### config.mk
export PLATFORM = sky130hd
export DESIGN_NAME = atm_pager_multi
export DESIGN_NICKNAME = d
export VERILOG_FILES = /design/src/rtl/atm_pager_multi.sv
export SDC_FILE = /design/constraint.sdc
export NUM_CORES = 1
export LEC_CHECK = 0
export BUFFER_PORTS_ARGS = -buffer_cell sky130_fd_sc_hd__buf_2
export CAP_MARGIN = 20
export CORE_MARGIN = 1
export CORE_UTILIZATION = 30
export DETAILED_ROUTE_END_ITERATION = 8
export PLACE_DENSITY_LB_ADDON = 0.05
export SYNTH_ARGS = -nofsm -noshare
export SYNTH_HDL_FRONTEND = slang
export SYNTH_SLANG_ARGS = --single-unit
### constraint.sdc
create_clock -name fclk -period 2.28 [get_ports fclk]
set_input_delay 0.342 -clock fclk [delete_from_list [all_inputs] [get_ports fclk]]
set_output_delay 0.342 -clock fclk [all_outputs]
set_load 0.1 [all_outputs]
### src/rtl/atm_pager_multi.sv
// atm_pager_multi: ATM-style four-window memory pager with shadow snapshot and DOS-entry Z80 clock stall
module atm_pager_multi #(
  parameter int         NUM_WIN    = 4,
  parameter int         PAGE_W     = 8,
  parameter int         STALL_CLKS = 3,
  parameter logic [5:0] DOS_HI     = 6'h3D
) (
  input  logic              fclk,
  input  logic              rst_n,
  input  logic              zpos,
  input  logic              zneg,
  input  logic [15:0]       za,
  input  logic [7:0]        zd,
  input  logic              mreq_n,
  input  logic              m1_n,
  input  logic              pager_off,
  input  logic              pent1m_ROM,
  input  logic [5:0]        pent1m_page,
  input  logic              pent1m_1m_on,
  input  logic              pent1m_ram0_0,
  input  logic              in_nmi,
  input  logic              in_trdemu,
  input  logic              trdemu_wr_disable,
  input  logic              atmF7_wr,
  input  logic              dos,
  input  logic              snap_save,
  input  logic              snap_restore,
  input  logic [1:0]        rd_win,
  output logic              dos_turn_on,
  output logic              dos_turn_off,
  output logic              zclk_stall,
  output logic [PAGE_W-1:0] page,
  output logic              romnram,
  output logic              wrdisable,
  output logic [PAGE_W-1:0] rd_page0,
  output logic [PAGE_W-1:0] rd_page1,
  output logic [5:0]        rd_flags
);
  typedef enum logic {IDLE, STALL} state_t;
  logic [PAGE_W-1:0] pages [NUM_WIN][2];
  logic [1:0]        ext_hi [NUM_WIN][2];
  logic              ramnrom [NUM_WIN][2];
  logic              dos7ffd [NUM_WIN][2];
  logic              wrdis [NUM_WIN][2];
  logic [PAGE_W-1:0] sh_pages [NUM_WIN][2];
  logic [1:0]        sh_ext_hi [NUM_WIN][2];
  logic              sh_ramnrom [NUM_WIN][2];
  logic              sh_dos7ffd [NUM_WIN][2];
  logic              sh_wrdis [NUM_WIN][2];
  logic [1:0]        w, port;
  logic              m;
  logic [9:0]        p_ff7, p_7f7;
  logic [PAGE_W-1:0] pg, pg_norm, page_d;
  logic              w0_svc, w0_ram0, rom_d, wrd_d;
  logic              m1_q, mreq_q, fetch;
  state_t            state, state_n;
  logic [2:0]        cnt, cnt_n;
  logic              unused_bits;
  assign w = za[15:14];
  assign m = pent1m_ROM;
  assign port = {za[11], za[10]};
  assign p_ff7 = ~{ext_hi[w][m], 2'b11, zd[5:0]};
  assign p_7f7 = ~{ext_hi[w][m], zd};
  assign unused_bits = ^{za[9:0], p_ff7, p_7f7};
  always_ff @(posedge fclk) begin
    if (!rst_n) begin
      for (int i = 0; i < NUM_WIN; i++)
        for (int j = 0; j < 2; j++) begin
          pages[i][j]   <= '1;
          ext_hi[i][j]  <= 2'b11;
          ramnrom[i][j] <= 1'b0;
          dos7ffd[i][j] <= (i == 0);
          wrdis[i][j]   <= 1'b0;
        end
    end else begin
      if (snap_restore) begin
        pages   <= sh_pages;
        ext_hi  <= sh_ext_hi;
        ramnrom <= sh_ramnrom;
        dos7ffd <= sh_dos7ffd;
        wrdis   <= sh_wrdis;
      end
      // later assignments override the restore for the written fields only
      if (atmF7_wr) begin
        if (port == 2'b11) begin
          pages[w][m]   <= p_ff7[PAGE_W-1:0];
          ramnrom[w][m] <= zd[6];
          dos7ffd[w][m] <= zd[7];
        end
        if (port == 2'b01) begin
          pages[w][m]   <= p_7f7[PAGE_W-1:0];
          ramnrom[w][m] <= 1'b1;
        end
        if (port == 2'b10) wrdis[w][m] <= zd[0];
        if (port == 2'b00) ext_hi[w][m] <= zd[1:0];
      end
    end
  end
  always_ff @(posedge fclk) begin
    if (snap_save) begin
      sh_pages   <= pages;
      sh_ext_hi  <= ext_hi;
      sh_ramnrom <= ramnrom;
      sh_dos7ffd <= dos7ffd;
      sh_wrdis   <= wrdis;
    end
  end
  assign pg = pages[w][m];
  assign w0_svc = (w == 2'd0) & (in_nmi | in_trdemu);
  assign w0_ram0 = (w == 2'd0) & pent1m_ram0_0;
  assign pg_norm = !dos7ffd[w][m] ? pg :
                   !ramnrom[w][m] ? {pg[PAGE_W-1:1], dos} :
                   pent1m_1m_on   ? {pg[PAGE_W-1:6], pent1m_page} :
                                    {pg[PAGE_W-1:3], pent1m_page[2:0]};
  assign page_d = pager_off ? '1 : w0_svc ? {{(PAGE_W-1){1'b1}}, in_nmi} : w0_ram0 ? '0 : pg_norm;
  assign rom_d = pager_off | (!w0_svc & !w0_ram0 & !ramnrom[w][m]);
  assign wrd_d = pager_off ? 1'b0 : (w0_svc | w0_ram0) ? trdemu_wr_disable : wrdis[w][m];
  always_ff @(posedge fclk) begin
    if (!rst_n) begin
      page      <= '1;
      romnram   <= 1'b1;
      wrdisable <= 1'b0;
    end else begin
      page      <= page_d;
      romnram   <= rom_d;
      wrdisable <= wrd_d;
    end
  end
  always_ff @(posedge fclk) begin
    if (!rst_n) begin
      m1_q   <= 1'b1;
      mreq_q <= 1'b1;
    end else begin
      if (zpos) m1_q <= m1_n;
      if (zneg) mreq_q <= mreq_n;
    end
  end
  assign fetch = zneg & ~m1_q & ~mreq_n & mreq_q;
  assign dos_turn_on = fetch & (w == 2'd0) & (za[13:8] == DOS_HI) & dos7ffd[0][1] & ~ramnrom[0][1] & pent1m_ROM;
  assign dos_turn_off = fetch & ramnrom[w][m];
  always_ff @(posedge fclk) begin
    if (!rst_n) begin
      state <= IDLE;
      cnt   <= '0;
    end else begin
      state <= state_n;
      cnt   <= cnt_n;
    end
  end
  always_comb begin
    state_n = state;
    cnt_n = cnt;
    if (dos_turn_on) begin
      state_n = STALL;
      cnt_n = 3'(STALL_CLKS);
    end else if (state == STALL) begin
      cnt_n = cnt - 3'd1;
      state_n = (cnt == 3'd1) ? IDLE : STALL;
    end
  end
  assign zclk_stall = dos_turn_on | (state == STALL);
  assign rd_page0 = pages[rd_win][0];
  assign rd_page1 = pages[rd_win][1];
  assign rd_flags = {wrdis[rd_win][1], wrdis[rd_win][0], dos7ffd[rd_win][1], dos7ffd[rd_win][0],
                     ramnrom[rd_win][1], ramnrom[rd_win][0]};
endmodule
# Word level (Yosys, flattened, before mapping)
# Cells that the tools add are included.
dict set report word_totals {
  register_bits 192
  latch_bits 0
  inputBits 49
  rom_bits 0
  memories 0
  elab_cells 203
  ram_bits 0
  output_inout_bits 35
}
dict set report op_classes {
  muxes 82
  bitwise_logic 27
  reduce_logical 10
  div 0
  order_cmp 5
  n_mul 0
  n_addsub 1
  eq_ne 5
  n_shift 0
}
# op n
set ops {}
lappend ops {{64-bit two-way mux} 7}
lappend ops {{8-bit two-way mux} 20}
lappend ops {{64-bit bitwise mux} 2}
lappend ops {{16-bit two-way mux} 5}
lappend ops {{16-bit binary-select mux with 2-bit select} 2}
lappend ops {{16-bit demux with 2-bit select} 1}
lappend ops {{2-bit two-way mux} 15}
lappend ops {{2-bit binary-select mux with 2-bit select} 6}
lappend ops {{8-bit bitwise mux} 3}
lappend ops {{6-bit two-way mux} 3}
lappend ops {{8-bit NOT} 2}
lappend ops {{1-bit two-way mux} 15}
lappend ops {{1-bit AND} 13}
lappend ops {{8-bit demux with 1-bit select} 1}
lappend ops {{8-bit bitwise OR} 1}
lappend ops {{6-bit == test, second input constant} 1}
lappend ops {{3-bit >= comparator, second input constant} 2}
lappend ops {{2-bit NOT with 3-bit output} 2}
lappend ops {{2-bit demux with 2-bit select} 1}
lappend ops {{2-bit == test, second input constant} 2}
lappend ops {{1-bit NOT} 4}
lappend ops {{1-bit bitwise OR} 4}
lappend ops {{2-bit OR reduction} 2}
lappend ops {{3-bit by 1-bit == test with 1-bit output, second input constant} 1}
lappend ops {{other kinds (12)} 15}

# Depth between registers and ports, before layout
dict set report depth {
  word_depth 14
  ltp_mapped 8
  ltp_nobuf 6
}

# Least setup slack after synthesis
# Ideal clock, no wire load.
dict set report synth_path {
  path_type {input -> output}
  startpoint {input za[14]}
  endpoint {output zclk_stall}
  cell_stages 6
  path_buffers 2
  t_arrival_ns 2.781
  slack_ns -0.843
  required_time_ns 1.938
  path_cell_list {buf_6 -> clkbuf_8 -> nor2_2 -> nand2_1 -> nor4_4 -> or2_2}
}
dict set report synth_between {
  elab_chain_cells 7
}
# item line_no
set synth_lines {}
lappend synth_lines {{start: declaration} 12} ;# input logic [15:0] za,
lappend synth_lines {{2-bit zero test} 139} ;# assign dos_turn_on = fetch & (w == 2'd0) & (za[13:8] == DOS_HI) & dos7ffd[0][1] & ~ramnrom[0][1] & pent1m_ROM;
lappend synth_lines {{1-bit AND (5 in series)} 139}
lappend synth_lines {{net dos_turn_on} 29} ;# output logic dos_turn_on,
lappend synth_lines {{1-bit bitwise OR} 161} ;# assign zclk_stall = dos_turn_on | (state == STALL);
lappend synth_lines {{end: declaration} 31} ;# output logic zclk_stall,
# The timed path passes the listed nets, and every way through them passes these cells.

# Final worst setup path
dict set report layout_path {
  startpoint {input za[14]}
  endpoint {output dos_turn_on}
}
dict set report layout_between {
  elab_chain_cells 6
}
# item line_no
set layout_lines {}
lappend layout_lines {{2-bit zero test} 139}
lappend layout_lines {{1-bit AND (5 in series)} 139}
lappend layout_lines {{end: declaration} 29}
# Every way passes these cells.

==> summary.md <==
| Metric | Value |
|---|---|
| Outcome | `completed` |
| Pins over their slew limit | `0` |
| Longest Clk Path Bufs | `2` |
| Detailed Route Iter0 Violations | `425` |
| Comb pwr share | `0.119` |
| Final WL | `25800 um` |
| Reg2reg path depth | `5` |
| Syn Inst Count | `764` |
| Internal power | `5550 uW` |
| Sequential cell area fraction in the yosys report | `0.530` |
| Share of cells above drive strength 1 | `0.303` |
| Synth warn | `0` |
| Hold Slack | `119 ps` |
| Yosys reg bits | `192` |
| # Post-CTS Setup Buffers | `0` |
| Tightest Hold Check Type | `input port to register` |
| Syn Area/Cell | `11.7 um2` |
| Clock power share | `0.391` |
| CTS tree | `yes` |
| Placed Area | `9950 um2` |
| Die span in y | `174 um` |
| Most common cell in the netlist | `nand2_1` |
| Pin count of the biggest net entering global routing | `95` |
| Critical Path AT | `1760 ps` |
| Setup Viol. Count Final | `0` |
| Distinct cells, synth | `55` |
| Synth top cells by count | `nand2_1, dfxtp_1, o21ai_0` |
| Crit path time final | `2100 ps` |
| Sw Pwr | `2110 uW` |
| Leading area contributor after synthesis | `edfxtp_1` |
| Worst slew margin | `0.576` |
| Antenna diodes | `0` |
| Endpoints failing hold | `0` |
| CP required | `1940 ps` |
| CTS root buf | `clkbuf_16` |
| Via count | `6267` |
| CTS Buf Count | `17` |
| Clock skew | `12.0 ps` |
| Cell Rows | `62` |
| # port buffers | `75` |
| Critical Path End Type | `output port` |
| Switching share of power | `0.276` |
| Post-DR vias/cell | `5.10` |
| # clock sinks | `192` |
| Drt first pass iters | `5` |
| Layout Utilization | `0.363` |
| Total gr overflow | `0` |
| Clock transition at path regs | `80 ps` |
| Setup repair after global routing missed its margin | `no` |
| Final worst slack | `181 ps` |
| First-pass GRT wire length | `39500 um` |
| Peak VDD IR | `0.394 mV` |
| Syn nets | `815` |
| Final nets | `884` |
| Largest cells by area after synthesis | `edfxtp_1, dfxtp_1, mux2_2, mux4_2, nand2_1` |
| Main flop type after synthesis | `dfxtp_1` |
| Crit start category | `input port` |
| Highest clock rate | `0.476 GHz` |
| Non-Filler Cell Area, Final | `10500 um2` |
| Initial antenna violation count | `0` |
| Seq pwr share | `0.491` |
| Vias in the first global route | `6122` |
| Number of flops mapped to enable cells by yosys | `88` |
| Synth Cell Area | `8920 um2` |
| Top-area cell type share of the netlist area | `0.296` |
| H-tree Lvls | `4` |
| Gpl congestion | `0.733` |
| Total track usage | `0.174` |
| Per-cell routed wire length | `21.0 um` |
| CP Class | `input port to output port` |
| Hold Crit Depth | `3` |
| Leakage power | `0.00356 uW` |
| Final HPWL DP | `16300 um` |
| Core area | `29000 um2` |
| Initial Utilization | `0.307` |
| Area growth syn-to-layout | `18.1%` |
| Worst slack at placement | `119 ps` |
| Pwr per Cell Area | `727 nW/um2` |
| Top Ports | `84` |
| Fin crit share | `0.921` |
| Worst Tran Pin Value | `636 ps` |
| Clock latency on the worst-skew pair | `430 ps` |
| Worst Path Max Fanout | `32` |
| Routed Antenna Nets | `0` |
| Ys async rst share | `0` |
| DRC viols | `0` |
| Max-Cap Viols | `0` |
| Post-CTS Hold Buffers | `0` |
| Die Area | `30400 um2` |
| Die X | `174 um` |
[worst max-delay path, stage by stage]
cell     delay [ps]
buf_2           210
buf_12          240
nor2_4          140
nand2_2          80
nor4_4          350
buf_4           210
buf_12          170
[layout make-up]
cell class	count	area (um2)
Clock buffer	18	429
Multi-Input combinational cell	508	3910
Timing Repair Buffer	108	823
Clock inverter	14	144
Inverter	6	22.5
Sequential cell	192	4720
Tap cell	384	480
Fill cell	2887	18500
[logic make-up (layout without fill, tap and decap cells)]
| kind of cell | Yosys count | after routing | share of synthesized area |
|---|---|---|---|
| fa+ha+maj | 2 | 2 | 0.00281 |
| xor+xnor | 2 | 2 | 0.00196 |
| compound gates | 153 | 153 | 0.105 |
| flops | 192 | 192 | 0.530 |
| mux | 149 | 149 | 0.224 |
| simple gates | 202 | 202 | 0.103 |
| buf+inv | 64 | 146 | 0.0345 |
[placed cells by master (no fill, tap or decap), types with 4 or more instances in the layout]
cell and instances:
buf_4 23, mux4_2 32, o22ai_1 5, a21oi_1 9
nand3_1 9, nor2b_1 6, o21a_1 5, o21ai_0 94
inv_1 6, nor2_1 18, nand2_1 131, inv_6 4
dfxtp_1 104, nor3_2 4, o211a_1 5, clkbuf_16 17
mux2i_1 47, edfxtp_1 88, o311a_1 10, nand4_1 4
buf_12 15, mux2_2 69, buf_2 70, nand2b_1 5
[through the flow]
stage	power [uW]	instances	TNS, ps
floorplan	4430	764	-625
global placement	4740	1198	0
detailed placement	4760	1198	0
CTS	7750	1230	0
global route	7950	1230	0
finish	7660	1230	0
[layer usage]
layer  part of all wire  global-route usage  vias up  routed length (um)
met2               0.46               0.269      160               11900
met3              0.040              0.0243       16                1020
met1               0.49               0.255     3123               12600
met5                  0                   0        -                   0
li1                   -                   -     2968                   -
met4              0.011              0.0435        0                 278
[state kept, by name (all words and copies together) (netlist names)]
signal / count
ramnrom: 8
pages: 64
m1_q: 1
state: 1
romnram: 1
wrdis: 8
sh_pages: 64
sh_dos7ffd: 8
dos7ffd: 8
mreq_q: 1
page: 8
wrdisable: 1
sh_wrdis: 8
cnt: 3
sh_ramnrom: 8
[power by group through the flow]
stage	sequential (uW)	combinational, uW	clock, uW
floorplan	3880	557	0
global placement	3830	909	0
detailed placement	3840	919	0
CTS	3760	921	3080
global route	3770	970	3210
finish	3760	908	2990
[path summary, 6_finish.rpt]
path | start | end | slack [ps]
worst max-delay path | za[14] | dos_turn_on | 180
worst min register to register | pages[38] | sh_pages[38] | 470
worst max register to register | dos7ffd[6] | page[5] | 470
worst min-delay path | m1_n | m1_q | 120
[repair_timing]
action,4_1_cts,5_1_grt
endpoints found under the setup margin,1,1
gates resized for setup,1,0
pin swaps,0,1
endpoints found under the hold margin,0,0
Note: power is estimated with default switching activity, not from simulation.
